===== config.mk =====
export PLATFORM = sky130hd
export DESIGN_NAME = mem_access_flat
export DESIGN_NICKNAME = d
export VERILOG_FILES = /design/src/rtl/mem_access_if.sv /design/src/rtl/mem_access.sv /design/src/flat_wrapper.sv
export SDC_FILE = /design/constraint.sdc
export NUM_CORES = 1
export LEC_CHECK = 0
export BUFFER_PORTS_ARGS = -buffer_cell sky130_fd_sc_hd__buf_4
export CAP_MARGIN = 10
export CORE_AREA = 2 2 149 151
export DETAILED_ROUTE_END_ITERATION = 7
export DIE_AREA = 0 0 151 153
export PLACE_DENSITY_LB_ADDON = 0.12
export SYNTH_ARGS = -nofsm -noshare
export SYNTH_HDL_FRONTEND = slang
export SYNTH_SLANG_ARGS = --single-unit

===== constraint.sdc =====
create_clock -name CLK -period 1.9 [get_ports CLK]
set_input_delay 0.19 -clock CLK [delete_from_list [all_inputs] [get_ports CLK]]
set_output_delay 0.19 -clock CLK [all_outputs]
set_load 0.01 [all_outputs]

===== src/rtl/mem_access_if.sv =====
// Data-memory bus between the MEM stage and the data memory.
//   master (MEM stage): drives DMEM_Addr_OUT, DMEM_WData_OUT, DMEM_ByteEn_OUT,
//                       DMEM_Req_OUT, DMEM_We_OUT; receives DMEM_RData_IN, DMEM_Ack_IN
//   slave  (memory)   : the mirror image
interface mem_access_if;
  logic [31:0] DMEM_Addr_OUT;
  logic [31:0] DMEM_WData_OUT;
  logic [3:0]  DMEM_ByteEn_OUT;
  logic        DMEM_Req_OUT;
  logic        DMEM_We_OUT;
  logic [31:0] DMEM_RData_IN;
  logic        DMEM_Ack_IN;

  modport master (
    output DMEM_Addr_OUT, DMEM_WData_OUT, DMEM_ByteEn_OUT, DMEM_Req_OUT, DMEM_We_OUT,
    input  DMEM_RData_IN, DMEM_Ack_IN
  );

  modport slave (
    input  DMEM_Addr_OUT, DMEM_WData_OUT, DMEM_ByteEn_OUT, DMEM_Req_OUT, DMEM_We_OUT,
    output DMEM_RData_IN, DMEM_Ack_IN
  );
endinterface


===== src/rtl/mem_access.sv =====
// MEM pipeline stage: issues loads/stores on the data-memory bus, stalls the
// pipe while a request is outstanding, aborts after TIMEOUT_CYCLES stalled
// cycles, and registers the writeback bundle for WB.
//
// Ports:
//   CLK, RESET            clock, asynchronous active-low reset
//   *1_IN                 instruction bundle from EXE (held while Stall_OUT=1)
//   dmem                  data-memory bus (master side)
//   Instr1_OUT .. RegWrite1_OUT  registered writeback bundle
//   Mem_result_forward    copy of WriteData1_OUT for EXE forwarding
//   Stall_OUT             combinational stall request to upstream stages
//   Misaligned_OUT        one-cycle pulse after a rejected misaligned access
//   Error_OUT             sticky bus-timeout flag
//
// state  | meaning
// S_IDLE | no request outstanding; an aligned memory op is issued this cycle
// S_WAIT | request issued, waiting for DMEM_Ack_IN or timeout
module mem_access #(
  parameter int TIMEOUT_CYCLES = 255
) (
  input  logic                CLK,
  input  logic                RESET,
  input  logic [31:0]         Instr1_IN,
  input  logic [31:0]         Instr1_PC_IN,
  input  logic [31:0]         ALU_result1_IN,
  input  logic [4:0]          WriteRegister1_IN,
  input  logic [31:0]         MemWriteData1_IN,
  input  logic                RegWrite1_IN,
  input  logic                MemRead1_IN,
  input  logic                MemWrite1_IN,
  input  logic [5:0]          ALU_Control1_IN,
  mem_access_if.master        dmem,
  output logic [31:0]         Instr1_OUT,
  output logic [31:0]         Instr1_PC_OUT,
  output logic [31:0]         WriteData1_OUT,
  output logic [4:0]          WriteRegister1_OUT,
  output logic                RegWrite1_OUT,
  output logic [31:0]         Mem_result_forward,
  output logic                Stall_OUT,
  output logic                Misaligned_OUT,
  output logic                Error_OUT
);

  typedef enum logic {S_IDLE, S_WAIT} state_t;

  // The request cycle in IDLE is the first stalled cycle, so WAIT aborts
  // once TIMEOUT_CYCLES-1 further cycles have gone by without an ack.
  localparam logic [7:0] TC_LAST = 8'(TIMEOUT_CYCLES - 1);

  state_t      state, state_nxt;
  logic [7:0]  cnt, cnt_nxt;
  logic        req, stall, abort;

  logic [1:0]  a;
  logic        mem_op, is_byte, is_half, sext, misaligned;
  logic [3:0]  be;
  logic [31:0] wdata;
  logic [7:0]  ld_byte;
  logic [15:0] ld_half;
  logic [31:0] ld_val;

  logic        unused_ctrl;
  assign unused_ctrl = ^ALU_Control1_IN[5:3];

  assign a      = ALU_result1_IN[1:0];
  assign mem_op = MemRead1_IN | MemWrite1_IN;

  always_comb begin
    is_byte = 1'b0;
    is_half = 1'b0;
    sext    = 1'b0;
    case (ALU_Control1_IN[2:0])
      3'b001:  begin is_byte = 1'b1; sext = 1'b1; end
      3'b010:  is_byte = 1'b1;
      3'b011:  begin is_half = 1'b1; sext = 1'b1; end
      3'b100:  is_half = 1'b1;
      default: ;
    endcase
  end

  assign misaligned = mem_op & ((is_half & a[0]) | (~is_byte & ~is_half & (a != 2'b00)));

  // Store lanes: data is replicated so the memory only needs the byte enables.
  always_comb begin
    be    = 4'b1111;
    wdata = MemWriteData1_IN;
    if (is_byte) begin
      be    = 4'b0001 << a;
      wdata = {4{MemWriteData1_IN[7:0]}};
    end else if (is_half) begin
      be    = a[1] ? 4'b1100 : 4'b0011;
      wdata = {2{MemWriteData1_IN[15:0]}};
    end
  end

  always_comb begin
    case (a)
      2'd0:    ld_byte = dmem.DMEM_RData_IN[7:0];
      2'd1:    ld_byte = dmem.DMEM_RData_IN[15:8];
      2'd2:    ld_byte = dmem.DMEM_RData_IN[23:16];
      default: ld_byte = dmem.DMEM_RData_IN[31:24];
    endcase
    ld_half = a[1] ? dmem.DMEM_RData_IN[31:16] : dmem.DMEM_RData_IN[15:0];
    ld_val  = dmem.DMEM_RData_IN;
    if (is_byte)
      ld_val = {{24{sext & ld_byte[7]}}, ld_byte};
    else if (is_half)
      ld_val = {{16{sext & ld_half[15]}}, ld_half};
  end

  always_comb begin
    state_nxt = state;
    cnt_nxt   = cnt;
    req       = 1'b0;
    stall     = 1'b0;
    abort     = 1'b0;
    case (state)
      S_IDLE: begin
        if (mem_op && !misaligned) begin
          req = 1'b1;
          if (!dmem.DMEM_Ack_IN) begin
            stall     = 1'b1;
            state_nxt = S_WAIT;
            cnt_nxt   = 8'd0;
          end
        end
      end
      S_WAIT: begin
        if (cnt == TC_LAST) begin
          // Timeout wins over a coincident ack: the request is already withdrawn.
          abort     = 1'b1;
          state_nxt = S_IDLE;
        end else begin
          req = 1'b1;
          if (dmem.DMEM_Ack_IN) begin
            state_nxt = S_IDLE;
          end else begin
            stall   = 1'b1;
            cnt_nxt = cnt + 8'd1;
          end
        end
      end
      default: state_nxt = S_IDLE;
    endcase
  end

  always_ff @(posedge CLK or negedge RESET) begin
    if (!RESET) begin
      state <= S_IDLE;
      cnt   <= 8'd0;
    end else begin
      state <= state_nxt;
      cnt   <= cnt_nxt;
    end
  end

  // Req/Stall are gated by RESET so they drop the instant reset asserts.
  assign dmem.DMEM_Req_OUT    = req & RESET;
  assign dmem.DMEM_We_OUT     = req & RESET & MemWrite1_IN;
  assign dmem.DMEM_ByteEn_OUT = (req & RESET) ? be : 4'b0000;
  assign dmem.DMEM_Addr_OUT   = {ALU_result1_IN[31:2], 2'b00};
  assign dmem.DMEM_WData_OUT  = wdata;
  assign Stall_OUT            = stall & RESET;
  assign Mem_result_forward   = WriteData1_OUT;

  always_ff @(posedge CLK or negedge RESET) begin
    if (!RESET) begin
      Instr1_OUT         <= 32'd0;
      Instr1_PC_OUT      <= 32'd0;
      WriteData1_OUT     <= 32'd0;
      WriteRegister1_OUT <= 5'd0;
      RegWrite1_OUT      <= 1'b0;
      Misaligned_OUT     <= 1'b0;
      Error_OUT          <= 1'b0;
    end else begin
      Misaligned_OUT <= 1'b0;
      if (abort)
        Error_OUT <= 1'b1;
      if (stall || abort) begin
        // Bubble: WB sees a no-op, writeback value and register are kept.
        Instr1_OUT    <= 32'd0;
        Instr1_PC_OUT <= 32'd0;
        RegWrite1_OUT <= 1'b0;
      end else begin
        Instr1_OUT         <= Instr1_IN;
        Instr1_PC_OUT      <= Instr1_PC_IN;
        WriteRegister1_OUT <= WriteRegister1_IN;
        if (!mem_op) begin
          WriteData1_OUT <= ALU_result1_IN;
          RegWrite1_OUT  <= RegWrite1_IN;
        end else if (misaligned) begin
          RegWrite1_OUT  <= 1'b0;
          Misaligned_OUT <= 1'b1;
        end else if (MemWrite1_IN) begin
          RegWrite1_OUT  <= 1'b0;
        end else begin
          WriteData1_OUT <= ld_val;
          RegWrite1_OUT  <= RegWrite1_IN;
        end
      end
    end
  end

endmodule


===== src/flat_wrapper.sv =====
// flat-port wrapper written by rule: the top's interface ports become plain ports
module mem_access_flat 
#(
  parameter int TIMEOUT_CYCLES = 255
)
  (CLK, RESET, Instr1_IN, Instr1_PC_IN, ALU_result1_IN, WriteRegister1_IN, MemWriteData1_IN, RegWrite1_IN, MemRead1_IN, MemWrite1_IN, ALU_Control1_IN, Instr1_OUT, Instr1_PC_OUT, WriteData1_OUT, WriteRegister1_OUT, RegWrite1_OUT, Mem_result_forward, Stall_OUT, Misaligned_OUT, Error_OUT, dmem_DMEM_Addr_OUT, dmem_DMEM_WData_OUT, dmem_DMEM_ByteEn_OUT, dmem_DMEM_Req_OUT, dmem_DMEM_We_OUT, dmem_DMEM_RData_IN, dmem_DMEM_Ack_IN);
  mem_access_if dmem_i ();
  input  logic CLK;
  input  logic RESET;
  input  logic [31:0] Instr1_IN;
  input  logic [31:0] Instr1_PC_IN;
  input  logic [31:0] ALU_result1_IN;
  input  logic [4:0] WriteRegister1_IN;
  input  logic [31:0] MemWriteData1_IN;
  input  logic RegWrite1_IN;
  input  logic MemRead1_IN;
  input  logic MemWrite1_IN;
  input  logic [5:0] ALU_Control1_IN;
  output logic [31:0] Instr1_OUT;
  output logic [31:0] Instr1_PC_OUT;
  output logic [31:0] WriteData1_OUT;
  output logic [4:0] WriteRegister1_OUT;
  output logic RegWrite1_OUT;
  output logic [31:0] Mem_result_forward;
  output logic Stall_OUT;
  output logic Misaligned_OUT;
  output logic Error_OUT;
  output wire logic [$bits(dmem_i.DMEM_Addr_OUT)-1:0] dmem_DMEM_Addr_OUT;
  output wire logic [$bits(dmem_i.DMEM_WData_OUT)-1:0] dmem_DMEM_WData_OUT;
  output wire logic [$bits(dmem_i.DMEM_ByteEn_OUT)-1:0] dmem_DMEM_ByteEn_OUT;
  output wire logic [$bits(dmem_i.DMEM_Req_OUT)-1:0] dmem_DMEM_Req_OUT;
  output wire logic [$bits(dmem_i.DMEM_We_OUT)-1:0] dmem_DMEM_We_OUT;
  input wire logic [$bits(dmem_i.DMEM_RData_IN)-1:0] dmem_DMEM_RData_IN;
  input wire logic [$bits(dmem_i.DMEM_Ack_IN)-1:0] dmem_DMEM_Ack_IN;
  assign dmem_DMEM_Addr_OUT = dmem_i.DMEM_Addr_OUT;
  assign dmem_DMEM_WData_OUT = dmem_i.DMEM_WData_OUT;
  assign dmem_DMEM_ByteEn_OUT = dmem_i.DMEM_ByteEn_OUT;
  assign dmem_DMEM_Req_OUT = dmem_i.DMEM_Req_OUT;
  assign dmem_DMEM_We_OUT = dmem_i.DMEM_We_OUT;
  assign dmem_i.DMEM_RData_IN = dmem_DMEM_RData_IN;
  assign dmem_i.DMEM_Ack_IN = dmem_DMEM_Ack_IN;
  mem_access #(.TIMEOUT_CYCLES(TIMEOUT_CYCLES)) u_core (.CLK(CLK), .RESET(RESET), .Instr1_IN(Instr1_IN), .Instr1_PC_IN(Instr1_PC_IN), .ALU_result1_IN(ALU_result1_IN), .WriteRegister1_IN(WriteRegister1_IN), .MemWriteData1_IN(MemWriteData1_IN), .RegWrite1_IN(RegWrite1_IN), .MemRead1_IN(MemRead1_IN), .MemWrite1_IN(MemWrite1_IN), .ALU_Control1_IN(ALU_Control1_IN), .dmem(dmem_i), .Instr1_OUT(Instr1_OUT), .Instr1_PC_OUT(Instr1_PC_OUT), .WriteData1_OUT(WriteData1_OUT), .WriteRegister1_OUT(WriteRegister1_OUT), .RegWrite1_OUT(RegWrite1_OUT), .Mem_result_forward(Mem_result_forward), .Stall_OUT(Stall_OUT), .Misaligned_OUT(Misaligned_OUT), .Error_OUT(Error_OUT));
endmodule

Word level (Yosys, flattened, before mapping):

Index checks and enable logic that the tools add are counted.

* add/sub/neg operators: 1
* $mul: 0
* div/mod/pow operators: 0
* magnitude comparators: 0
* eq/ne operators: 13
* shift-type cells: 1
* mux-type cells: 39
* bitwise operators: 15
* reductions and logical operators: 10

Operator list (count)
* $mux W32: 9
* $mux W8: 4
* $pmux W8 S3: 1
* $mux W1: 17
* $mux W16: 1
* $mux W4: 4
* $pmux W8 S2: 1
* $ne A2 B2 Y1 const B: 5
* $and A1 B1 Y1: 9
* $add A8 B1 Y8 const B: 1
* $eq A8 B8 Y1 const B: 1
* $eq A3 B2 Y1 const B: 2
* $reduce_or A2 Y1: 3
* $not A1 Y1: 4
* $pmux W1 S2: 2
* $reduce_and A4 Y1: 1
* $shl A1 B2 Y4 const A: 1
* $eq A3 B1 Y1 const B: 1
* $eq A3 B3 Y1 const B: 1
* $reduce_and A3 Y1: 1
* $eq A2 B1 Y1 const B: 1
* $eq A2 B2 Y1 const B: 1
* $logic_not A2 Y1: 1
* $ne A2 B1 Y1 const B: 1
* 5 further kinds: 6

* register bits: 113
* bits in latches: 0
* bits in writable memories: 0
* memory bits (read-only): 0
* output and inout bits: 207
* logic and storage cells: 88
* memories: 0

Longest topological paths before layout:

* word-level depth: 15
* gate-level depth with buffers: 9
* depth with buffers taken out: 7

Worst setup path before layout:

No wires, ideal clock.

* path type: reg2reg
* start: reg u_core.cnt[0]
* end: reg u_core.WriteData1_OUT[30], in the netlist u_core.Mem_result_forward[30]
* arrival time: 1.918 ns
* required time: 1.773 ns
* setup slack: -0.145 ns
* stages on the path, launching flop included: 10
* buffers on the path: 2
* period minus slack after synthesis: 2.045 ns
* path through: dfrtp_1 > inv_1 > ha_1 > nand4_1 > or2_2 > buf_6 > nand2_1 > nand2_4 > buf_6 > mux2_1

* word-level cells in the longest chain between the ends: 6

Ends and longest elaborated chain
* start: declaration: RTL line mem_access.sv:51 `logic [7:0] cnt, cnt_nxt;`
* start signal: assignment: RTL line mem_access.sv:153 `cnt <= cnt_nxt;`
* $eq A8 B8 Y1 *: RTL line mem_access.sv:129 `if (cnt == TC_LAST) begin`
* $mux W1: RTL line mem_access.sv:129
* $pmux W1 S2 or $mux W1 (tied branches): RTL line mem_access.sv:117 `case (state)`
* $logic_or A1 B1 Y1 *: RTL line mem_access.sv:179 `if (stall || abort) begin`
* $not A1 Y1 (no source line) *
* $reduce_and A3 Y1 (no source line) *
* end signal: assignment: RTL line mem_access.sv:189 `WriteData1_OUT <= ALU_result1_IN;`
* end signal: assignment: RTL line mem_access.sv:197 `WriteData1_OUT <= ld_val;`
* end: declaration: RTL line mem_access.sv:35 `output logic [31:0] WriteData1_OUT,`

Mark *: on every way between the ends. The rest lies on a longest branch, timed or not.
A chain may end at the register's enable or synchronous reset.

Worst setup path in the final report:

* start: reg u_core.cnt[0]
* end: out dmem_DMEM_ByteEn_OUT[3]

* word-level cells in the longest chain between the ends: 5

Ends and longest elaborated chain
* $eq A8 B8 Y1: RTL line mem_access.sv:129
* $mux W1: RTL line mem_access.sv:129
* $pmux W1 S2: RTL line mem_access.sv:117
* $and A1 B1 Y1: RTL line mem_access.sv:160 `assign dmem.DMEM_ByteEn_OUT = (req & RESET) ? be : 4'b0000;`
* $mux W4: RTL line mem_access.sv:160
* end: declaration: RTL line flat_wrapper.sv:30 `output wire logic [$bits(dmem_i.DMEM_ByteEn_OUT)-1:0] dmem_DMEM_ByteEn_OUT;`

Every way passes these cells.

==> flow_results.org <==
** Final layout
- Antenna diode count :: 0
- Number of fillers in the final layout :: 2072
- For this run, the post-layout net count is around 1300.
- Once layout is complete, the utilization of the core stands at 0.4981.
- P&R area growth vs syn :: 70.64%
- Filler-free cell count of the finished design :: between 1000 and 1500
- The finished cells cover roughly 11000 um2.
- Share of cells above drive strength 1 :: 0.4881

** Global route
- Entering global routing, the biggest net connects 114 pins.
- Global-route congestion overflow total :: 0
- Number of global-route vias before repair :: approximately 6500
- GRT Total Usage :: 0.2172
- The initial antenna violation count came to 0.
- First-pass GRT wire length :: 37700 um

** Clock network
- The tree is rooted in a sky130_fd_sc_hd__clkbuf_16.
- Counting every sink on the clock net gives 113.
- Max Buffers Root-to-Sink :: 2
- For the worst-skew pair, the clock arrives at the later sink with an insertion delay of about 0.41 ns.
- TritonCTS built the clock tree.
- TritonCTS Buffers :: 17
- Level count of the clock H-tree :: 4
- Clock-pin slew of the registers on the worst-case setup and hold paths :: 0.06 ns

** Synthesis
- Yosys Warn Count :: 0
- For this run, the register share of the synthesized area comes to 0.4508.
- The synthesized design contains 0 enable-type register cells.
- After technology mapping, the gate count stands at 654.
- Among all flip-flop cells after synthesis, the most frequent one is sky130_fd_sc_hd__dfrtp_1.
- Netlist Area Pre-Place :: about 6300 um2
- Share of flip-flops with an asynchronous set or reset after synthesis :: 1.000
- Area share of the largest cell type after synthesis :: 0.4508
- Synthesis instantiated 57 different standard cells from the library.
- By area the synthesized netlist is led by sky130_fd_sc_hd__dfrtp_1, sky130_fd_sc_hd__buf_4, sky130_fd_sc_hd__and2_1.
- The biggest area contributor in the post-synthesis netlist is sky130_fd_sc_hd__dfrtp_1.
- After synthesis the netlist holds a flip-flop and latch count of 113.
- The average instance in the mapped netlist occupies 9.591 um2.

** Placement
- DP HPWL :: 19110 um
- Routability-driven placement finished with a final weighted congestion of 0.7962.
- Worst slack at placement :: -0.08654 ns
- During placement, the flow inserted port buffers numbering 378.
- Instance area after placement :: 9230 um2
- The number of placed instances, taps included, is 1257.

** Drt
- Count of vias placed by the detailed router :: 6412
- Violation count after the first detailed-routing iteration :: 308
- The count of nets left with antenna violations once routing finished came out at 0.
- Uppermost metal layer occupied by signal nets :: met4
- For this block, wires on met1 add up to roughly 9500 um.
- In the final routed layout, each cell accounts on average for 18.67 um.
- In the routed layout, each cell is associated on average with a via count of 4.680.
- Met3 wire length :: 2254 um
- After detailed routing, the total wire length is 25580 um.
- In the routed design, unresolved DRC markers number 0.
- Total met2 wirelength after detailed routing :: roughly 13000 um
- The first detailed-routing pass ran for 4 iterations.

** Floorplanning
- The initial utilization of the core area, before any placement, comes to 0.2919.
- The floorplan step set the die height to 153 um.
- ~380 I/O pins were placed.
- Die outline area :: between 20000 and 25000 um2
- The floorplan step defined a core boundary enclosing roughly 21000 um2.
- In this run the horizontal extent of the chip is 151 um.
- Row Count :: 54

** Run
- Across the run, the number of max-cap violations was 0.

** Pwr
- Total power draw :: 8.909 mW
- Summed over all cells, the static leakage comes to 5.296 nW.
- Maximum vdd drop :: about 600 uV
- Power spread over the standard cell area amounts to 832.4 nW/um2.

** Timing
- Period Utilization, post-route :: 1.125
- Number of setup violations in the final report :: 7
- Summed negative setup slack over all endpoints :: -1.495 ns
- Setup repair after global routing could not meet its margin everywhere.
- Final Hold Fails :: 0
- Clock skew :: 0.01632 ns
- For this run, the top clock speed supported by timing is 0.4679 GHz.
- Final hold analysis gives a worst-case slack of 0.01583 ns.
- The max-slew violation count came to 0.
- The worst pin sits at a relative slew slack of 0.4826.
- Subtracting the final worst setup slack from the clock period gives 2.137 ns.
- Actual slew at the worst max-slew pin :: 0.7732 ns
- Final worst slack :: -0.2370 ns

** Critical path
- Critical path capture point type :: primary output
- Data arrives at the worst endpoint at ~2.0 ns.
- Critical Path Start Type :: flop
- Max FO, Critical Path :: 5
- Data required time of the worst path :: 1.71 ns
- Classification of the worst setup path :: reg -> out

** Min path
- In this run the worst hold path is classified as in -> reg.

** Status
- Status :: finished with violations
- Violated checks :: negative setup slack
registers in the layout (all words and copies together) (netlist names):
name                       cells
u_core.Instr1_OUT             32
u_core.cnt                     8
u_core.Error_OUT               1
u_core.Misaligned_OUT          1
u_core.state                   1
u_core.Mem_result_forward     32
u_core.WriteRegister1_OUT      5
u_core.Instr1_PC_OUT          32
u_core.RegWrite1_OUT           1
final cells by class:
cell class / count / area [um2] / area share
repair buffers: 507 / 4089 / 0.3820
clock inverters: 13 / 123.9 / 0.01157
multi-input cells: 429 / 2825 / 0.2640
inverters: 9 / 33.78 / 0.003156
clock buffers: 19 / 452.9 / 0.04232
flip-flops and latches: 113 / 2828 / 0.2642
well taps: 280 / 350.3 / 0.03273
metal layers:
| layer | global-route usage | vias to the layer above |
|---|---|---|
| li1 | - | 3043 |
| met1 | 0.2437 | 3044 |
| met2 | 0.3933 | 300 |
| met3 | 0.06269 | 25 |
| met4 | 0.06765 | 0 |
| met5 | 0 | - |
cell usage after synthesis (all sizes together) (9+ instances only):
cell,number
dfrtp,113
nand2,110
a211oi,14
mux2,23
nand3,18
buf,84
nor2,26
o31ai,12
and2,66
mux2i,9
a21oi,29
nor3,9
clkbuf,23
o21ai,26
inv,9
worst max-delay path: stages, from the launching register on:
cell                       delay (ns)
sky130_fd_sc_hd__dfrtp_1         0.38
sky130_fd_sc_hd__inv_2           0.08
sky130_fd_sc_hd__ha_4            0.13
sky130_fd_sc_hd__nand4_1         0.09
sky130_fd_sc_hd__or2_4           0.25
sky130_fd_sc_hd__o211ai_1        0.18
sky130_fd_sc_hd__buf_4           0.23
sky130_fd_sc_hd__a21oi_2         0.04
sky130_fd_sc_hd__buf_4           0.15
timing repair:
| action | 4_1_cts | 5_1_grt |
|---|---|---|
| buffers inserted | 8 | 3 |
| endpoints found under the setup margin | 27 | 36 |
| hold buffers | 69 | 0 |
| resized for setup | 26 | 4 |
| pin swaps | 6 | 5 |
| cloned | 2 | 1 |
| endpoints found under the hold margin | 181 | 0 |
cell usage in the layout, fill, tap and decap left out, types with 17 or more instances in the layout:
master                          Yosys  final
sky130_fd_sc_hd__dfrtp_1          113    113
sky130_fd_sc_hd__mux2_2            22     22
sky130_fd_sc_hd__a21oi_1           24     22
sky130_fd_sc_hd__nand3_1           18     18
sky130_fd_sc_hd__nand2_1          109    108
sky130_fd_sc_hd__nor2_1            26     24
sky130_fd_sc_hd__o21ai_0           25     22
sky130_fd_sc_hd__buf_4             73    425
sky130_fd_sc_hd__clkbuf_16          0     17
sky130_fd_sc_hd__dlygate4sd3_1      0     69
sky130_fd_sc_hd__and2_1            66     66
worst paths after layout:
kind	startpoint	end	slack, ns	cells past startpoint
max	u_core.cnt[0]	dmem_DMEM_ByteEn_OUT[3]	-0.24	8
min reg2reg	u_core.Error_OUT	u_core.Error_OUT	0.47	1
min in group asynchronous	RESET	u_core.Instr1_OUT[26]	0.49	3
min	Instr1_IN[8]	u_core.Instr1_OUT[8]	0.02	2
max reg2reg	u_core.cnt[0]	u_core.Mem_result_forward[23]	0.01	9
max in group asynchronous	RESET	u_core.Instr1_OUT[31]	0.97	3
cell families (layout without fill, tap and decap cells):
| family | count (synthesis) | after routing | synth area share |
|---|---|---|---|
| xor gates and xnor gates | 3 | 3 | 0.004190 |
| other | 1 | 2 | 0.0005979 |
| and+or+nand+nor | 254 | 257 | 0.1977 |
| muxes | 39 | 39 | 0.08079 |
| DFF | 113 | 113 | 0.4508 |
| adders and majority gates | 2 | 2 | 0.003989 |
| AOI/OAI and AO/OA | 126 | 126 | 0.1416 |
| buffers and inverters | 116 | 548 | 0.1203 |
where the power goes:
| part | internal (mW) | switching, mW | total, mW |
|---|---|---|---|
| sequential | 2.72 | 0.243 | 2.96 |
| clock | 1.89 | 1.26 | 3.15 |
| combinational | 1.54 | 1.26 | 2.80 |
Note: power is estimated with default switching activity, not from simulation.
